===== config.mk =====
export PLATFORM = sky130hd
export DESIGN_NAME = dump_tx_sequencer
export DESIGN_NICKNAME = d
export VERILOG_FILES = /design/src/rtl/dump_tx_sequencer_pkg.sv /design/src/rtl/dump_tx_sequencer_mux.sv /design/src/rtl/dump_tx_sequencer.sv
export SDC_FILE = /design/constraint.sdc
export NUM_CORES = 1
export LEC_CHECK = 0
export ABC_CLOCK_PERIOD_IN_PS = 5600
export CORE_ASPECT_RATIO = 0.9
export CORE_MARGIN = 2
export CORE_UTILIZATION = 41
export CTS_CLUSTER_DIAMETER = 80
export CTS_CLUSTER_SIZE = 40
export DETAILED_ROUTE_END_ITERATION = 7
export GPL_ROUTABILITY_DRIVEN = 0
export PLACE_DENSITY_LB_ADDON = 0.25
export SLEW_MARGIN = 20
export SYNTH_ARGS = -nofsm -noshare
export SYNTH_HDL_FRONTEND = slang
export SYNTH_SLANG_ARGS = --single-unit
export TNS_END_PERCENT = 20

===== constraint.sdc =====
create_clock -name i_clk -period 5.6 [get_ports i_clk]
set_clock_uncertainty 0.2 [all_clocks]
set_input_delay 0.56 -clock i_clk [delete_from_list [all_inputs] [get_ports i_clk]]
set_output_delay 0.56 -clock i_clk [all_outputs]
set_load 0.03 [all_outputs]

===== src/rtl/dump_tx_sequencer_pkg.sv =====
// Shared debug-dump definitions: FSM state encoding and the word-index layout
// of a full machine-state dump (PC, register file, data memory, cycle count).
package dump_tx_sequencer_pkg;

  // Sequencer states, one word moves through SELECT/LOAD/WAIT_ACK/WAIT_EMPTY
  typedef enum logic [2:0] {
    ST_IDLE,
    ST_SELECT,
    ST_LOAD,
    ST_WAIT_ACK,
    ST_WAIT_EMPTY,
    ST_DONE
  } dumpState_e;

  // The program counter always leads the dump
  localparam int WORD_IDX_PC = 0;

  // The cycle counter always closes the dump, right after the last memory word
  function automatic int wordIdxCycles(input int numRegs, input int numMemWords);
    return numRegs + numMemWords + 1;
  endfunction

  // PC + registers + memory + cycle count
  function automatic int totalWords(input int numRegs, input int numMemWords);
    return numRegs + numMemWords + 2;
  endfunction

  // Index counter is never narrower than 7 bits so the default 66-word dump
  // (and small variants) can never wrap mid-dump
  function automatic int wordIdxWidth(input int total);
    int w;
    w = $clog2(total);
    return (w < 7) ? 7 : w;
  endfunction

endpackage


===== src/rtl/dump_tx_sequencer_mux.sv =====
// Decodes a dump word index into register/memory read addresses and picks the
// matching data source for the word presented to the serializer.
module dump_word_mux
  import dump_tx_sequencer_pkg::*;
#(
  parameter int WORD_WIDTH    = 32,
  parameter int NUM_REGS      = 32,
  parameter int NUM_MEM_WORDS = 32,
  parameter int MEM_ADDR_W    = 5,
  parameter int IDX_W         = 7
) (
  input  logic [IDX_W-1:0]      wordIdx_i,
  input  logic [WORD_WIDTH-1:0] pc_i,
  input  logic [WORD_WIDTH-1:0] cycleCount_i,
  input  logic [WORD_WIDTH-1:0] regData_i,
  input  logic [WORD_WIDTH-1:0] memData_i,
  output logic [4:0]            regAddr_o,
  output logic [MEM_ADDR_W-1:0] memAddr_o,
  output logic [WORD_WIDTH-1:0] word_o
);

  localparam logic [IDX_W-1:0] PC_IDX        = IDX_W'(WORD_IDX_PC);
  localparam logic [IDX_W-1:0] FIRST_REG_IDX = IDX_W'(WORD_IDX_PC + 1);
  localparam logic [IDX_W-1:0] LAST_REG_IDX  = IDX_W'(NUM_REGS);
  localparam logic [IDX_W-1:0] FIRST_MEM_IDX = IDX_W'(NUM_REGS + 1);
  localparam logic [IDX_W-1:0] CYCLES_IDX    = IDX_W'(wordIdxCycles(NUM_REGS, NUM_MEM_WORDS));

  // Region decode: the address that is not in use for this index stays at 0
  always_comb begin
    regAddr_o = '0;
    memAddr_o = '0;
    word_o    = '0;
    if (wordIdx_i == PC_IDX) begin
      word_o = pc_i;
    end else if (wordIdx_i <= LAST_REG_IDX) begin
      regAddr_o = 5'(wordIdx_i - FIRST_REG_IDX);
      word_o    = regData_i;
    end else if (wordIdx_i < CYCLES_IDX) begin
      memAddr_o = MEM_ADDR_W'(wordIdx_i - FIRST_MEM_IDX);
      word_o    = memData_i;
    end else begin
      word_o = cycleCount_i;
    end
  end

endmodule


===== src/rtl/dump_tx_sequencer.sv =====
// Walks the full debug dump one word at a time: drives the read address,
// captures the source word, pulses the serializer load and waits for the
// serializer to take the word and drain it before moving on.
module dump_tx_sequencer
  import dump_tx_sequencer_pkg::*;
#(
  parameter int WORD_WIDTH    = 32,
  parameter int NUM_REGS      = 32,
  parameter int NUM_MEM_WORDS = 32,
  localparam int MEM_ADDR_W   = (NUM_MEM_WORDS > 1) ? $clog2(NUM_MEM_WORDS) : 1
) (
  input  logic                  i_clk,
  input  logic                  i_reset,
  input  logic                  i_dump_start,
  input  logic [WORD_WIDTH-1:0] i_pc,
  input  logic [WORD_WIDTH-1:0] i_cycle_count,
  input  logic [WORD_WIDTH-1:0] i_reg_data,
  input  logic [WORD_WIDTH-1:0] i_mem_data,
  input  logic                  i_buffer_empty,
  output logic [4:0]            o_reg_addr,
  output logic [MEM_ADDR_W-1:0] o_mem_addr,
  output logic [WORD_WIDTH-1:0] o_word,
  output logic                  o_buffer_start,
  output logic                  o_busy,
  output logic                  o_dump_done
);

  localparam int TOTAL_WORDS = totalWords(NUM_REGS, NUM_MEM_WORDS);
  localparam int IDX_W       = wordIdxWidth(TOTAL_WORDS);
  localparam logic [IDX_W-1:0] LAST_IDX = IDX_W'(TOTAL_WORDS - 1);

  dumpState_e            state_q;
  logic [IDX_W-1:0]      wordIdx_q;
  logic [4:0]            regAddr_q;
  logic [MEM_ADDR_W-1:0] memAddr_q;
  logic [WORD_WIDTH-1:0] word_q;
  logic                  bufferStart_q;
  logic                  busy_q;
  logic                  dumpDone_q;

  logic [4:0]            muxRegAddr;
  logic [MEM_ADDR_W-1:0] muxMemAddr;
  logic [WORD_WIDTH-1:0] muxWord;

  dump_word_mux #(
    .WORD_WIDTH   (WORD_WIDTH),
    .NUM_REGS     (NUM_REGS),
    .NUM_MEM_WORDS(NUM_MEM_WORDS),
    .MEM_ADDR_W   (MEM_ADDR_W),
    .IDX_W        (IDX_W)
  ) wordMux (
    .wordIdx_i   (wordIdx_q),
    .pc_i        (i_pc),
    .cycleCount_i(i_cycle_count),
    .regData_i   (i_reg_data),
    .memData_i   (i_mem_data),
    .regAddr_o   (muxRegAddr),
    .memAddr_o   (muxMemAddr),
    .word_o      (muxWord)
  );

  // Dump FSM with index counter and all outputs registered; LOAD lasting a
  // single cycle is what keeps the serializer load pulse one cycle wide
  always_ff @(posedge i_clk or posedge i_reset) begin
    if (i_reset) begin
      state_q       <= ST_IDLE;
      wordIdx_q     <= '0;
      regAddr_q     <= '0;
      memAddr_q     <= '0;
      word_q        <= '0;
      bufferStart_q <= 1'b0;
      busy_q        <= 1'b0;
      dumpDone_q    <= 1'b0;
    end else begin
      case (state_q)
        ST_IDLE: begin
          bufferStart_q <= 1'b0;
          dumpDone_q    <= 1'b0;
          if (i_dump_start && i_buffer_empty) begin
            wordIdx_q <= '0;
            busy_q    <= 1'b1;
            state_q   <= ST_SELECT;
          end
        end
        ST_SELECT: begin
          regAddr_q <= muxRegAddr;
          memAddr_q <= muxMemAddr;
          state_q   <= ST_LOAD;
        end
        ST_LOAD: begin
          word_q        <= muxWord;
          bufferStart_q <= 1'b1;
          state_q       <= ST_WAIT_ACK;
        end
        ST_WAIT_ACK: begin
          bufferStart_q <= 1'b0;
          if (!i_buffer_empty) begin
            state_q <= ST_WAIT_EMPTY;
          end
        end
        ST_WAIT_EMPTY: begin
          if (i_buffer_empty) begin
            if (wordIdx_q == LAST_IDX) begin
              dumpDone_q <= 1'b1;
              state_q    <= ST_DONE;
            end else begin
              wordIdx_q <= wordIdx_q + IDX_W'(1);
              state_q   <= ST_SELECT;
            end
          end
        end
        ST_DONE: begin
          dumpDone_q <= 1'b0;
          busy_q     <= 1'b0;
          state_q    <= ST_IDLE;
        end
        default: begin
          state_q <= ST_IDLE;
        end
      endcase
    end
  end

  assign o_reg_addr     = regAddr_q;
  assign o_mem_addr     = memAddr_q;
  assign o_word         = word_q;
  assign o_buffer_start = bufferStart_q;
  assign o_busy         = busy_q;
  assign o_dump_done    = dumpDone_q;

endmodule


### Word level (Yosys, flattened, before mapping)

Cells that the tools add are included.

| word-level totals | value |
|---|---|
| register bits after elaboration | 55 |
| input port bits | 132 |
| output and inout port bits | 45 |

| operators by class | value |
|---|---|
| add/subtract/negate cells | 3 |
| magnitude comparators | 2 |
| equal/unequal tests | 11 |
| mux-type cells | 23 |
| reductions and logical operators | 13 |

Operators by type and width:

| kind | count |
|---|---|
| two-way mux 32 bit | 3 |
| two-way mux 5 bit | 5 |
| two-way mux 7 bit | 3 |
| one-hot mux 3 bit (5 select lines) | 1 |
| one-hot mux 7 bit (2 select lines) | 1 |
| two-way mux 3 bit | 4 |
| inequality test 2 bit, second input constant | 5 |
| subtractor 5 x 1 -> 5 bit, second input constant | 2 |
| nonzero test 2 bit | 4 |
| adder 7 x 1 -> 7 bit, second input constant | 1 |
| == test 7 bit, second input constant | 1 |
| less-or-equal comparator 7 x 6 -> 1 bit, second input constant | 1 |
| zero test 7 bit | 1 |
| less-than comparator 7 bit, second input constant | 1 |
| == test 3 x 2 -> 1 bit, second input constant | 2 |
| == test 3 bit, second input constant | 2 |
| one-hot mux 1 bit (2 select lines) | 3 |
| AND reduction 3 bit | 2 |
| AND reduction 4 bit | 1 |
| OR reduction 2 bit | 2 |
| == test 3 x 1 -> 1 bit, second input constant | 1 |
| zero test 3 bit | 1 |
| two-way mux 1 bit | 3 |
| AND reduction 2 bit | 1 |
| logical AND 1 bit | 1 |

### Longest topological paths before layout

| logic depth | value |
|---|---|
| word-level depth | 4 |
| mapped depth | 7 |

### Hierarchy

Synthesis repeated with hierarchy kept, for this count alone.

| unflattened totals | value |
|---|---|
| cells, all modules | 383 |
| area, all modules | 3628.5 sq um |

Modules (own cells, without submodules):

| module | times used | cells an instance | area each (sq um) | seq. area each (sq um) |
|---|---|---|---|---|
| dump_tx_sequencer | 1 | 168 | 2323.5 | 1376.3 |
| dump_word_mux | 1 | 215 | 1305.0 | 0.0 |

### Worst setup path after synthesis

OpenSTA, ideal clock, no wires.

| timing path | value |
|---|---|
| path kind | reg2reg |
| start point | reg wordIdx_q[0] |
| end point | reg word_q[10], in the netlist o_word[10] |
| library setup time | 133 ps |
| arrival | 1757 ps |
| path slack | 3510 ps |
| cell stages (with the launch flop) | 8 |
| path buffers | 1 |
| clock period less this slack | 2090 ps |
| cells stage by stage | dfrtp_1 -> inv_1 -> ha_1 -> nor4b_4 -> mux2_4 -> buf_4 -> nand3_1 -> o211ai_1 |

| between the ends | value |
|---|---|
| longest elaborated chain between the ends | 4 |
| elaborated cells between the ends (all ways) | 6 |

RTL lines:

| element | line | source |
|---|---|---|
| start: declaration | dump_tx_sequencer.sv:33 | `logic [IDX_W-1:0] wordIdx_q;` |
| start signal: assignment | dump_tx_sequencer.sv:107 | `wordIdx_q <= wordIdx_q + IDX_W'(1);` |
| less-than comparator 7 bit | dump_tx_sequencer_mux.sv:38 | `end else if (wordIdx_i < CYCLES_IDX) begin` |
| two-way mux 32 bit | dump_tx_sequencer_mux.sv:38 |  |
| two-way mux 32 bit | dump_tx_sequencer_mux.sv:35 | `end else if (wordIdx_i <= LAST_REG_IDX) begin` |
| two-way mux 32 bit * | dump_tx_sequencer_mux.sv:33 | `if (wordIdx_i == PC_IDX) begin` |
| end signal: assignment | dump_tx_sequencer.sv:91 | `word_q <= muxWord;` |
| end: declaration | dump_tx_sequencer.sv:36 | `logic [WORD_WIDTH-1:0] word_q;` |

Mark *: on every way between the ends. The rest lies on a longest branch, timed or not.
A chain may end at the register's enable or synchronous reset.

### Worst setup path in the final report

| timing path | value |
|---|---|
| start point | reg wordIdx_q[0] |
| end point | reg word_q[25], in the netlist o_word[25] |

The elaborated chain is that of the path after synthesis.

==> flow_summary.json <==
{
  "crit_chain": "inv_1 > ha_1 > nor4b_4 > nor2b_1 > o21ai_2 > buf_4 > o211ai_1",
  "clock_latency_ns": 0.31,
  "worstSetupStartpointType": "flip-flop",
  "netSwitchingFraction_pct": 48.0,
  "cts_setup_buffers": 0,
  "ys_seq_area_share_pct": 40.8,
  "synth-async-reset-ratio_pct": 100,
  "slowest_stage": "o21ai_2",
  "die_w_um": 99.6,
  "fmaxAchievable_mhz": 357,
  "vias": 3295,
  "dieArea_um2": 8970,
  "place_area_um2": 5080,
  "synth_top_family_by_area": "simple AND/OR/NAND/NOR gates",
  "wl_per_cell_um": 17.1,
  "syn_inst": 351,
  "cts.sinks": 55,
  "synthSimpleGateAreaFrac_pct": 19.7,
  "synthesis.nets": 486,
  "comb_power_share_pct": 64.6,
  "yosys.area.top_type": "dfrtp_1",
  "tns_ns": 0,
  "synth-edff-count": 0,
  "fin_hold_ws_ns": 0.291,
  "track_usage_pct": 22.4,
  "drive_above_1_share_pct": 3.95,
  "grt_max_degree": 98,
  "worst_slew_pin_slew_ns": 1.07,
  "root_buffer": "clkbuf_8",
  "grt_pass1_wl_um": 16300,
  "first_global_vias": 3213,
  "dpl.cell_count": 597,
  "power_frac_seq_pct": 27.0,
  "grt_overflow_total": 0,
  "die_h_um": 90.1,
  "design_area_um2": 5170,
  "worst-endpoint-required_ns": 5.59,
  "relSlewSlack_pct": 28.9,
  "coreArea_um2": 8030,
  "fin_nets": 640,
  "synth-xor-area-share_pct": 1.82,
  "hold_start": "o_reg_addr[1]",
  "vias_per_cell": 5.45,
  "h-tree-depth": 2,
  "synthMuxAreaShare_pct": 10.5,
  "area_growth_pct": 53.1,
  "leakage_nw": 2.17,
  "maxCapViolCount": 0,
  "cp.arrival_ns": 2.79,
  "timing.rr.start": "wordIdx_q[0]",
  "routed_wl_um": 10400,
  "row_count": 31,
  "critical_path_class": "reg -> reg",
  "critPathMaxFanout": 17,
  "cts_buffer_depth": 2,
  "r2r_slack_ns": 2.80,
  "finalHoldViolCount": 0,
  "period_needed_ns": 2.80,
  "mappedNetlistArea_um2": 3370,
  "diodes": 0,
  "dp_hpwl_um": 7590,
  "path_clk_slew_ns": 0.10,
  "status": "complete, no violations",
  "numCtsBuffers": 5,
  "critPathTopFamily": "compound AO/OA/AOI/OAI gates",
  "synth_area_leaders": "dfrtp_1 (41%), mux2i_1 (10%), o211ai_1 (7.1%), nor2b_1 (6.7%), a31oi_1 (6.3%)",
  "r2r_end": "o_word[25]",
  "ys_types": 40,
  "crit_buf_inv": 2,
  "synth_compound_area_share_pct": 19.0,
  "cts_hold_buffers": 0,
  "drc_errors": 0,
  "slowest_delay_ns": 0.63,
  "p_int_mw": 1.39,
  "cts_resized": 0,
  "p_per_area_nw_per_um2": 515,
  "yosysTopAreaCellShare_pct": 40.8,
  "rsz0062_at_grt": "false",
  "final_cells": 605,
  "multi_input_area_um2": 1760,
  "power_frac_clock_pct": 8.5,
  "antenna_left": 0,
  "setup_viol": 0,
  "max-vdd-ir-drop_mv": 0.408,
  "drt_pass1_iterations": 4,
  "hp-class": "reg -> reg",
  "nFillCells": 682,
  "synthFlopType": "dfrtp_1",
  "drt_iter0_drc": 189,
  "synth_fa_ha_area_share_pct": 1.11,
  "netSwitchingPower_mw": 1.28,
  "avgSynthCellArea_um2": 9.61,
  "antenna_found_initial": 0,
  "final-seq-area_um2": 1380,
  "holdPathEnd": "o_reg_addr[1]",
  "reg2reg_depth": 7,
  "dp_slack_ns": 2.80,
  "yosysWarnings": 0,
  "synth_seq_cells": 55,
  "fin_ws_ns": 2.80,
  "cts_tree": "done",
  "numPortBuffers": 176,
  "pin_count": 177,
  "drv_slew": 0,
  "hold_depth": 2,
  "end_kind": "flip-flop",
  "start_util_pct": 42.0,
  "fin_crit_sh_pct": 50.0
}
per-layer routing:
metal / up-vias / share of wire (%) / GRT usage [%] / wire [um]
li1: 1597 / - / - / -
met1: 1564 / 41 / 29.2 / 4270
met2: 128 / 50 / 39.3 / 5210
met3: 6 / 8.1 / 4.74 / 841
met4: 0 / 0.41 / 2.85 / 43
met5: - / 0 / 0 / 0
stage by stage:
| step | power [mW] | util (%) |
|---|---|---|
| 2_1_floorplan | 1.92 | - |
| 3_3_place_gp | 2.41 | 63.3 |
| 3_5_place_dp | 2.45 | 63.3 |
| 4_1_cts | 2.68 | 64.4 |
| 5_1_grt | 2.87 | 64.4 |
| 6_report | 2.66 | 64.4 |
layout make-up:
type / instances / area share, %
multi-input cells: 256 / 34.1
clock inverters: 3 / 0.387
repair buffers: 180 / 34.7
clock buffers: 5 / 1.33
flip-flops and latches: 55 / 26.6
inverters: 7 / 0.508
well taps: 99 / 2.40
cell usage after synthesis (2+ instances only):
cell      instances
a21o_1            2
a21oi_1           3
a31oi_1          34
and3_1            2
buf_2            13
buf_4             4
buf_6             3
buf_8             3
clkbuf_1         10
dfrtp_1          55
ha_1              3
inv_1             7
mux2i_1          34
nand2_1          18
nand3_1          35
nor2_1           11
nor2b_1          36
nor3_1            5
nor4_1            2
o211ai_1         32
o21ai_0           9
o31ai_1           6
xnor2_1           7
power groups by stage:
stage	Combinational [mW]	Sequential, mW	Clock (mW)
6_report	1.72	0.718	0.226
5_1_grt	1.87	0.746	0.251
4_1_cts	1.73	0.719	0.235
3_5_place_dp	1.73	0.726	0
3_3_place_gp	1.69	0.722	0
2_1_floorplan	0.972	0.949	0
cells by family (layout without fill, tap and decap cells):
family,count (synthesis),count (layout)
compound gates,94,94
flops,55,55
xor+xnor,7,7
fa+ha+maj,3,3
simple gates,117,117
buf+inv,40,195
mux,35,35
worst max path at each step:
stage | slack (ns) | end | cells after the start | startpoint
2_1_floorplan | 3.50 | o_buffer_start | 1 | i_reset
3_3_place_gp | 2.87 | o_word[28] | 5 | state_q[2]
3_5_place_dp | 2.80 | o_word[19] | 7 | wordIdx_q[0]
4_1_cts | 2.76 | o_word[19] | 7 | wordIdx_q[0]
5_1_grt | 2.59 | o_word[25] | 5 | state_q[2]
6_report | 2.80 | o_word[25] | 7 | wordIdx_q[0]
sequential cells by signal, summed over array words and instances (netlist names):
| register | flops |
|---|---|
| o_buffer_start | 1 |
| o_mem_addr | 5 |
| wordIdx_q | 7 |
| o_busy | 1 |
| o_dump_done | 1 |
| state_q | 3 |
| o_word | 32 |
| o_reg_addr | 5 |
placed cells by master, fill, tap and decap left out, types with 3 or more instances in the layout:
cell / synthesis / final
a21oi_1: 3 / 3
a31oi_1: 34 / 34
buf_4: 4 / 4
clkbuf_8: 0 / 5
clkdlybuf4s50_1: 0 / 176
dfrtp_1: 55 / 55
ha_1: 3 / 3
inv_1: 7 / 6
mux2i_1: 34 / 34
nand2_1: 18 / 18
nand3_1: 35 / 35
nor2_1: 11 / 11
nor2b_1: 36 / 36
nor3_1: 5 / 5
o211ai_1: 32 / 32
o21ai_0: 9 / 9
o31ai_1: 6 / 6
xnor2_1: 7 / 7
tightest hold or removal path, stage by stage (launching register included):
cell and delay (ns):
dfrtp_1 0.35, nand2_1 0.05, o31ai_1 0.05
Note: power is estimated with default switching activity, not from simulation.
